==> src/rtl/ic_sweep_pkg.sv <==
// Shared types, sizes and the bvand/bvugt predicate used by the IC sweep checkers.
package ic_sweep_pkg;

  localparam int SWEEP_W = 4;
  localparam int NPAIR   = 1 << (2 * SWEEP_W);
  localparam int NX      = 1 << SWEEP_W;
  // Wide enough for any operand width these checkers are built with.
  localparam int FW      = 16;

  typedef enum logic [2:0] {
    ST_IDLE   = 3'd0,
    ST_SETTLE = 3'd1,
    ST_XLOOP  = 3'd2,
    ST_CMP    = 3'd3,
    ST_FIN    = 3'd4
  } state_t;

  // Operands arrive zero-extended, so the wide compare equals the W-bit unsigned compare.
  function automatic logic ugt_and(input logic [FW-1:0] x,
                                   input logic [FW-1:0] s,
                                   input logic [FW-1:0] t);
    return ((x & s) > t);
  endfunction

endpackage

==> src/rtl/ic_bvand_ugt_golden.sv <==
// Serial golden accumulator: ORs ((x & s) >u t) over x = 0 .. 2^W-1, one x per enabled cycle.
// last flags the cycle in which the final x value is being processed.
module ic_bvand_ugt_golden
  import ic_sweep_pkg::*;
#(
  parameter int W = SWEEP_W
) (
  input  logic         clk,
  input  logic         rst,
  input  logic         clr,
  input  logic         en,
  input  logic [W-1:0] s,
  input  logic [W-1:0] t,
  output logic         acc,
  output logic         last
);

  // One extra bit keeps the final x distinguishable from the post-loop value.
  localparam logic [W:0] XMAX = {1'b0, {W{1'b1}}};

  logic [W:0] x_q, x_d;
  logic       acc_q, acc_d;

  always_comb begin
    x_d   = x_q;
    acc_d = acc_q;
    if (clr) begin
      x_d   = '0;
      acc_d = 1'b0;
    end else if (en) begin
      acc_d = acc_q | ugt_and(FW'(x_q[W-1:0]), FW'(s), FW'(t));
      x_d   = x_q + 1'b1;
    end
  end

  always_ff @(posedge clk) begin
    if (rst) begin
      x_q   <= '0;
      acc_q <= 1'b0;
    end else begin
      x_q   <= x_d;
      acc_q <= acc_d;
    end
  end

  assign acc  = acc_q;
  assign last = (x_q == XMAX);

endmodule

==> config.mk <==
export PLATFORM = sky130hd
export DESIGN_NAME = ic_bvand_ugt_golden
export DESIGN_NICKNAME = d
export VERILOG_FILES = /design/src/rtl/ic_sweep_pkg.sv /design/src/rtl/ic_bvand_ugt_golden.sv
export SDC_FILE = /design/constraint.sdc
export NUM_CORES = 1
export LEC_CHECK = 0
export CAP_MARGIN = 20
export CORE_AREA = 2 2 39 41
export DETAILED_ROUTE_END_ITERATION = 16
export DIE_AREA = 0 0 41 43
export PLACE_DENSITY_LB_ADDON = 0.08
export SLEW_MARGIN = 20
export SYNTH_ARGS = -nofsm -noshare
export SYNTH_HDL_FRONTEND = slang
export SYNTH_SLANG_ARGS = --single-unit
==> constraint.sdc <==
create_clock -name clk -period 2.9 [get_ports clk]
set_input_delay 0.29 -clock clk [delete_from_list [all_inputs] [get_ports clk]]
set_output_delay 0.29 -clock clk [all_outputs]
set_load 0.02 [all_outputs]
==> flow_summary.yaml, run 1 <==
die:
  core_um2: 1380
  die_h_um: 43
  initial_utilization_pct: 27.4
  die_area_um2: 1760
  die_w_um: 41
  rows: 14
  num_io_pins: 14
cts:
  cts-root-buf: "clkbuf_4"
  clk_path_buf_depth: 2
  cts_tree: "yes"
  ctsHoldBuffers: 0
  cts_resized: 0
  cts_setup_buffers: 0
  clock_sinks: 6
  h-tree-depth: 1
  clk_pin_slew_ns: 0.05
  cts-buffers-inserted: 3
  clk_latency_ns: 0.25
critical_path:
  timing.rr.end: "acc$_SDFFE_PP0P_"
  path_cells: "ha_1 -> and3_1 -> ha_1 -> clkdlybuf4s50_1"
  endpoint_kind: "output port"
  cp.depth: 4
  crit_required_ns: 2.61
  slowest_delay_ns: 0.59
  reg2reg_depth: 6
  cp_top_family: "buffers and inverters"
  startpoint_type: "flip-flop"
  slowest_stage: "clkdlybuf4s50_1"
  critPathBufInv: 1
  crit_start: "x_q[0]$_SDFFE_PP0P_"
  critical_path_class: "reg2out"
  path_common_cell: "ha_1"
  arrival_ns: 1.72
  worst-r2r-setup-slack_ns: 1.51
  endpoint: "last"
  reg2reg_from: "x_q[1]$_SDFFE_PP0P_"
  critPathMaxFanout: 4
detailed_routing:
  drtIter0Drc: 3
  vias_per_cell: 4.23
  wirelength_um: 718
  wl_per_cell_um: 9.84
  drcViolationCount: 0
  num_vias: 309
  drtAntennaViolNets: 0
  dr.pass1.iters: 2
power_and_ir_drop:
  p_comb_share_pct: 14.9
  p_per_area_nw_per_um2: 359
  power_switching_uw: 43.5
  p_int_uw: 150
  pwr-share-clk_pct: 40.9
  p_leak_uw: 0.000245
  peakVddDrop_mv: 0.183
  sw_frac_of_total_pct: 22.4
  pwr-share-seq_pct: 44.3
min_path:
  worst_hold_path_type: "reg2reg"
  min_from: "acc$_SDFFE_PP0P_"
yosys:
  seq_area_frac_synth_pct: 31.7
  netlist_area_um2: 379
  yosys_warnings: 0
  syn_nets: 61
  synth-seq-cells: 6
  avgSynthCellArea_um2: 8.82
  post_synth_num_cell_types: 19
  synth_cells: 43
global_route:
  grt_pass1_wl_mm: 1.11
  grt-ovfl-total: 0
  grt_max_degree: 8
  track_usage_pct: 10.2
  grt_pass1_vias: 281
  grt_antenna_before_repair: 0
cells_and_area:
  drive_above_1_share_pct: 7.02
  regArea_um2: 120
  multi_input_area_um2: 231
  syn2layout_area_growth_pct: 42.2
  nets: 77
  insertedDiodeCount: 0
  nFillCells: 153
timing:
  holdWs_ns: 0.482
  slew_viol_final: 0
  post-route-period-util_pct: 69.4
  max_slew_margin_pct: 77.8
  hold_viol: 0
  setup_tns_ns: 0
  fin_skew_ns: 0.00148
  setup_viol: 0
  tightestPinTransition_ns: 0.334
  fin_crit_ns: 2.01
  rsz0062_at_grt: "no"
  fmax_mhz: 497
place:
  detailed_place_hpwl_um: 580
  routabilityCongestion: 0.727
  portBuffers: 13
job:
  drv_cap: 0
outcome:
  status: "complete, no violations"
state kept, by name, indices dropped and copies added (netlist names):
name,count
x_q,5
acc,1
per-stage QoR:
step | cells | instance area [um^2] | util [%] | setup slack [ns] | total power [uW]
2_1_floorplan | 43 | 379 | - | 1.58 | 101
3_3_place_gp | 70 | 517 | 37.3 | 1.13 | 117
3_5_place_dp | 70 | 517 | 37.3 | 1.11 | 117
4_1_cts | 73 | 539 | 39.0 | 0.847 | 201
5_1_grt | 73 | 539 | 39.0 | 0.781 | 207
6_report | 73 | 539 | 39.0 | 0.886 | 194
synth_stat cells:
cell type / instances / area [um^2]
buf_2: 1 / 5.00
a21oi_1: 2 / 10.0
xor2_1: 2 / 17.5
a211oi_2: 1 / 12.5
mux2i_1: 1 / 10.0
nand2_1: 3 / 11.3
xnor2_1: 1 / 8.76
and3_1: 1 / 6.26
buf_4: 1 / 7.51
or2_0: 1 / 6.26
inv_1: 4 / 15.0
nor2_1: 5 / 18.8
ha_1: 6 / 75.1
nand4_1: 2 / 12.5
dfxtp_1: 6 / 120
o21ba_1: 1 / 10.0
o211ai_1: 1 / 7.51
and2_1: 3 / 18.8
nor2b_1: 1 / 6.26
worst min-delay path by stage:
stage / cells past startpoint / to / slack (ns)
after global routing: 1 / acc$_SDFFE_PP0P_ / 0.51
after global placement: 1 / acc$_SDFFE_PP0P_ / 0.47
after detailed placement: 1 / acc$_SDFFE_PP0P_ / 0.47
final: 1 / acc$_SDFFE_PP0P_ / 0.48
after floorplan: 2 / x_q[4]$_SDFFE_PP0P_ / 0.48
after CTS: 1 / acc$_SDFFE_PP0P_ / 0.48
worst reg2reg max path: cells and delay by family (launching register included):
family / cells / cell delay, ns
AO/OA/AOI/OAI: 3 / 0.41
adder cells (fa/ha/maj): 1 / 0.28
flip-flops: 1 / 0.33
AND/OR/NAND/NOR: 2 / 0.27
power groups by stage:
| stage | sequential, uW | clock (uW) | combinational, uW |
|---|---|---|---|
| 3_5_place_dp | 87.5 | 0 | 29.3 |
| 6_report | 85.8 | 79.2 | 28.9 |
| 2_1_floorplan | 87.1 | 0 | 13.6 |
| 3_3_place_gp | 87.4 | 0 | 29.2 |
| 4_1_cts | 85.8 | 85.8 | 29.5 |
| 5_1_grt | 85.9 | 89.1 | 32.3 |
layout by cell type (no fill, tap or decap), drive strengths merged:
| cell type | count |
|---|---|
| clkdlybuf4s50 | 13 |
| ha | 6 |
| dfxtp | 6 |
| nor2 | 5 |
| inv | 4 |
| nand2 | 3 |
| and2 | 3 |
| clkbuf | 3 |
| nand4 | 2 |
| xor2 | 2 |
| a21oi | 2 |
| and3 | 1 |
| or2 | 1 |
| mux2i | 1 |
| a211oi | 1 |
| nor2b | 1 |
| o211ai | 1 |
| o21ba | 1 |
| xnor2 | 1 |
routing by layer:
layer	share of wire (%)	track usage (%)	routed length (um)
met1	49	13.0	352
met2	45	12.5	321
met3	4.7	1.57	34
met4	1.4	12.0	10
met5	0	0	0
cells by family after synthesis:
kind of cell               count (synthesis)  synth area share [%]
and+or+nand+nor                           16                  21.1
buffers and inverters                      6                  7.26
adders and majority gates                  6                  19.8
DFF                                        6                  31.7
AOI/OAI and AO/OA                          5                  10.6
xor gates and xnor gates                   3                  6.93
muxes                                      1                  2.64
area by class of cell:
| cell class | count | area share (%) |
|---|---|---|
| clock buffers | 3 | 4.18 |
| inverters | 4 | 2.78 |
| multi-input cells | 31 | 42.9 |
| flip-flops and latches | 6 | 22.3 |
| well taps | 16 | 3.71 |
| repair buffers | 13 | 24.1 |
Power figures use the tool's default switching activity.
==> run 2: changes to the inputs <==
Clock period 2.9 ns to 1.86 ns, I/O delays scaled along.
==> run 2 against run 1 <==
Effect of this change:
- cell count up 1.4%
- flip-flop and latch count unchanged
- clock skew up 0.0013 ns
- register-to-register slack worse by 1.1 ns
- sequential share of layout area down 0.26 points
- combinational power up 65%
- largest cell class unchanged
- highest routed layer unchanged
==> flow_summary.yaml, run 2 (synthesized netlist as in run 1, its figures left out) <==
die:
  core_um2: 1380
  num_io_pins: 14
  die_area_um2: 1760
  die_h_um: 43
  initial_utilization_pct: 27.4
  rows: 14
  die_w_um: 41
global_route:
  track_usage_pct: 10.4
  grt_max_degree: 8
  grt_antenna_before_repair: 0
  grt_pass1_wl_mm: 1.16
  grt_pass1_vias: 277
  grt-ovfl-total: 0
place:
  detailed_place_hpwl_um: 579
  portBuffers: 13
  dp_slack_ns: 0.161
  routabilityCongestion: 0.684
cells_and_area:
  drive_above_1_share_pct: 8.62
  mostFrequentLayoutCells: "clkdlybuf4s50_1, ha_1, dfxtp_1, nor2_1, inv_1"
  nets: 78
  syn2layout_area_growth_pct: 43.9
  largest_register_ffs: 5
  insertedDiodeCount: 0
  top_register: "x_q"
  final_common_cell: "clkdlybuf4s50_1"
power_and_ir_drop:
  p_per_area_nw_per_um2: 542
  pwr-share-clk_pct: 38.8
  peakVddDrop_mv: 0.276
  p_comb_share_pct: 16.1
  p_int_uw: 235
  power_switching_uw: 60.1
  pwr-share-seq_pct: 45.0
  sw_frac_of_total_pct: 20.3
  p_leak_uw: 0.000255
detailed_routing:
  wl_met2_um: 315
  num_vias: 314
  wl_per_cell_um: 9.15
  drcViolationCount: 0
  vias_per_cell: 4.24
  wl_met3_um: 53
  drtAntennaViolNets: 0
  dr.pass1.iters: 4
  wl_met1_um: 297
  wirelength_um: 677
  maxUsedRoutingLayer: "met4"
  drtIter0Drc: 3
critical_path:
  arrival_ns: 1.42
  crit_start: "x_q[1]$_SDFFE_PP0P_"
  critPathMaxFanout: 4
  endpoint_kind: "output port"
  crit_required_ns: 1.67
  critical_path_class: "reg2out"
  reg2reg_from: "x_q[1]$_SDFFE_PP0P_"
  startpoint_type: "flip-flop"
min_path:
  worst_hold_path_type: "reg2reg"
  min_from: "acc$_SDFFE_PP0P_"
timing:
  hold_viol: 0
  holdWs_ns: 0.475
  post-route-period-util_pct: 86.4
  max_slew_margin_pct: 78.0
  setup_viol: 0
  fin_crit_ns: 1.61
  rsz0062_at_grt: "no"
  fin_skew_ns: 0.00275
  fmax_mhz: 622
  tightestPinTransition_ns: 0.330
  layout_setup_ws_ns: 0.253
  setup_tns_ns: 0
  slew_viol_final: 0
job:
  drv_cap: 0
cts:
  clock_sinks: 6
  cts-root-buf: "clkbuf_4"
  cts_tree: "yes"
  h-tree-depth: 1
  cts-buffers-inserted: 3
  cts_setup_buffers: 0
  clk_path_buf_depth: 2
  ctsHoldBuffers: 0
  clk_latency_ns: 0.24
  clk_pin_slew_ns: 0.04
outcome:
  status: "complete, no violations"
[run 2: cell types whose count changed in the layout (fill, tap and decap cells not counted)]
cell             change
buf_4                +1
clkdlybuf4s50_1      -1
dlygate4sd2_1        +1
[run 2: worst paths after layout]
path                                         end  slack [ns]  depth (start not counted)
worst max-delay path                        last        0.25                          4
worst min-delay path            acc$_SDFFE_PP0P_        0.48                          1
worst max register to register  acc$_SDFFE_PP0P_        0.46                          6
worst min register to register  acc$_SDFFE_PP0P_        0.48                          1
[run 2: layout make-up]
cell class	count	area [um^2]
inverter	4	15.0
tap	16	20.0
sequential	6	120
clock buffer	3	22.5
fill	159	838
timing repair buffer	14	136
multi-input combinational	31	231
[run 2: critical path, stage by stage (launching register included)]
cell and delay (ns):
dfxtp_1 0.33, ha_1 0.20, and3_1 0.19, ha_1 0.16, dlygate4sd2_1 0.31
[run 2: stage by stage]
step / std cells / util, % / power (uW) / instance area (um^2)
final: 74 / 39.4 / 296 / 546
after global routing: 74 / 39.4 / 324 / 546
after CTS: 74 / 39.4 / 306 / 546
after detailed placement: 71 / 37.9 / 183 / 524
after global placement: 71 / 37.9 / 183 / 524
after floorplan: 43 / - / 157 / 379
[run 2: layer usage]
layer	track usage [%]	vias up
li1	-	173
met1	11.7	130
met2	13.4	9
met3	4.71	2
met4	10.0	0
met5	0	-
[run 2: timing repair]
| item | in CTS | in global routing |
|---|---|---|
| endpoints found under the hold margin | 0 | 0 |
| endpoints found under the setup margin | 1 | 0 |
| gates resized for setup | 1 | 0 |
[run 2: power by group through the flow]
| stage | clock (uW) | sequential (uW) | combinational [uW] |
|---|---|---|---|
| final | 115 | 133 | 47.6 |
| after global placement | 0 | 135 | 48.2 |
| after global routing | 137 | 133 | 53.6 |
| after detailed placement | 0 | 135 | 48.1 |
| after floorplan | 0 | 136 | 21.2 |
| after CTS | 124 | 133 | 48.4 |
==> run 3: changes to the inputs <==
Settings changed: ABC_AREA set to 1.
==> run 3 against run 2 <==
Effect of this change:
- combinational power down 6.3%
- critical path depth unchanged
- sequential share of layout area down 0.54 points
- clock skew up 0.0011 ns
- first-iteration DRC count down 33%
- sequential power about the same
- flip-flop and latch count unchanged
- fmax down 5.8%
- register-to-register slack better by 0.15 ns
- clock power up 4%
- area after synthesis up 5.3%
- critical path type unchanged
- largest power group unchanged
==> flow_summary.yaml, run 3 <==
yosys:
  post_synth_num_cell_types: 12
  async_flop_share_pct: 0
  syn_nets: 75
  yosys.area.top_type: "dfxtp_1"
  yosys-top-cells-count: "nand2_1, inv_1, a21oi_1, dfxtp_1, ha_1"
  synth_top_area_share_pct: 30.1
  synth-seq-cells: 6
  synth_edf_count: 0
  synthFlopType: "dfxtp_1"
  yosys.cell_count.top_type: "nand2_1"
  ys_top_cells_by_area: "dfxtp_1, ha_1, nand2_1"
  netlist_area_um2: 399
  avgSynthCellArea_um2: 7.00
  yosys_warnings: 0
  synth_cells: 57
  seq_area_frac_synth_pct: 30.1
global_route:
  grt_antenna_before_repair: 0
  grt_pass1_vias: 359
  grt-ovfl-total: 0
  grt_pass1_wl_mm: 1.27
  grt_max_degree: 10
  track_usage_pct: 11.6
timing:
  setup_viol: 0
  fin_skew_ns: 0.00383
  rsz0062_at_grt: "no"
  fmax_mhz: 586
  fin_crit_ns: 1.71
  max_slew_margin_pct: 80.5
  post-route-period-util_pct: 91.8
  setup_tns_ns: 0
  holdWs_ns: 0.452
  hold_viol: 0
  slew_viol_final: 0
  tightestPinTransition_ns: 0.292
critical_path:
  slowest_stage: "dfxtp_1"
  reg2reg_depth: 4
  path_cells: "ha_1 -> and3_1 -> ha_1 -> dlygate4sd2_1"
  cp_top_family: "adder cells"
  reg2reg_from: "x_q[0]$_SDFFE_PP0P_"
  slowest_delay_ns: 0.35
  cp.depth: 4
  critPathBufInv: 1
  critPathMaxFanout: 5
  crit_required_ns: 1.67
  critical_path_class: "reg2out"
  path_common_cell: "ha_1"
  crit_start: "x_q[0]$_SDFFE_PP0P_"
  endpoint_kind: "output port"
  startpoint_type: "flip-flop"
  arrival_ns: 1.52
detailed_routing:
  wl_per_cell_um: 8.56
  dr.pass1.iters: 2
  drtIter0Drc: 2
  wirelength_um: 753
  drtAntennaViolNets: 0
  drcViolationCount: 0
  vias_per_cell: 4.25
  num_vias: 374
min_path:
  worst_hold_path_type: "reg2reg"
  min_from: "acc$_SDFFE_PP0P_"
  holdPathStages: 2
cts:
  clk_pin_slew_ns: 0.05
  cts_tree: "yes"
  cts-buffers-inserted: 3
  clk_latency_ns: 0.25
  ctsHoldBuffers: 0
  cts_resized: 1
  clk_path_buf_depth: 2
  h-tree-depth: 1
  cts-root-buf: "clkbuf_4"
  cts_setup_buffers: 0
  clock_sinks: 6
cells_and_area:
  top_register: "x_q"
  insertedDiodeCount: 0
  finalNonFillerCells: 88
  drive_above_1_share_pct: 5.56
  nFillCells: 160
  syn2layout_area_growth_pct: 40.1
  nets: 92
  largest_register_ffs: 5
  mostFrequentLayoutCells: "nand2_1, inv_1, clkdlybuf4s50_1"
  final_common_cell: "nand2_1"
place:
  routabilityCongestion: 0.732
  portBuffers: 13
  detailed_place_hpwl_um: 607
  placed_cells: 85
power_and_ir_drop:
  p_per_area_nw_per_um2: 534
  power_uw: 299
  p_leak_uw: 0.000300
  peakVddDrop_mv: 0.247
die:
  num_io_pins: 14
  die_w_um: 41
  rows: 14
  die_h_um: 43
  core_um2: 1380
  initial_utilization_pct: 28.8
  die_area_um2: 1760
outcome:
  status: "complete, no violations"
job:
  drv_cap: 0
==> run 3: cell families (layout without fill, tap and decap cells) <==
group,after synthesis,count (layout),synth area share [%]
adders and majority gates,6,6,18.8
AOI/OAI and AO/OA,8,8,10.0
DFF,6,6,30.1
xor gates and xnor gates,1,1,2.19
buffers and inverters,14,29,15.0
and+or+nand+nor,22,22,23.8
==> run 3: path summary, 6_finish.rpt <==
| path | to | slack [ns] |
|---|---|---|
| max | last | 0.15 |
| min | acc$_SDFFE_PP0P_ | 0.45 |
| max reg2reg | x_q[4]$_SDFFE_PP0P_ | 0.61 |
| min reg2reg | acc$_SDFFE_PP0P_ | 0.45 |
==> run 3: metrics by stage <==
stage	setup slack [ns]	utilization (%)	cell area (um^2)
global placement	0.186	38.9	538
CTS	0.139	40.4	559
finish	0.153	40.4	559
detailed placement	0.167	38.9	538
global route	0.0583	40.4	559
floorplan	0.698	-	399
==> run 3: per-layer routing <==
layer,vias to the layer above,wire length [um],GRT usage (%)
met4,0,47,16.0
met2,12,305,16.6
met1,150,345,11.5
li1,207,-,-
met3,5,54,1.57
met5,-,0,0
==> run 3: worst reg2reg max path, cell delays in order, from the launching register on <==
cell	delay [ns]
dfxtp_1	0.35
ha_1	0.24
and3_1	0.19
ha_1	0.26
a21oi_1	0.13
==> run 3: area by class of cell <==
class | count | area (um^2) | area share (%)
repair buffers | 13 | 129 | 23.0
flip-flops and latches | 6 | 120 | 21.5
multi-input cells | 37 | 219 | 39.1
inverters | 13 | 48.8 | 8.72
well taps | 16 | 20.0 | 3.58
clock buffers | 3 | 22.5 | 4.03
==> run 3: where the power goes <==
group          internal [uW]  total, uW  leakage [uW]  switching, uW
combinational           27.9       44.6      0.000238           16.7
sequential               131        134     0.0000486           2.40
clock                   73.0        120     0.0000138           47.3
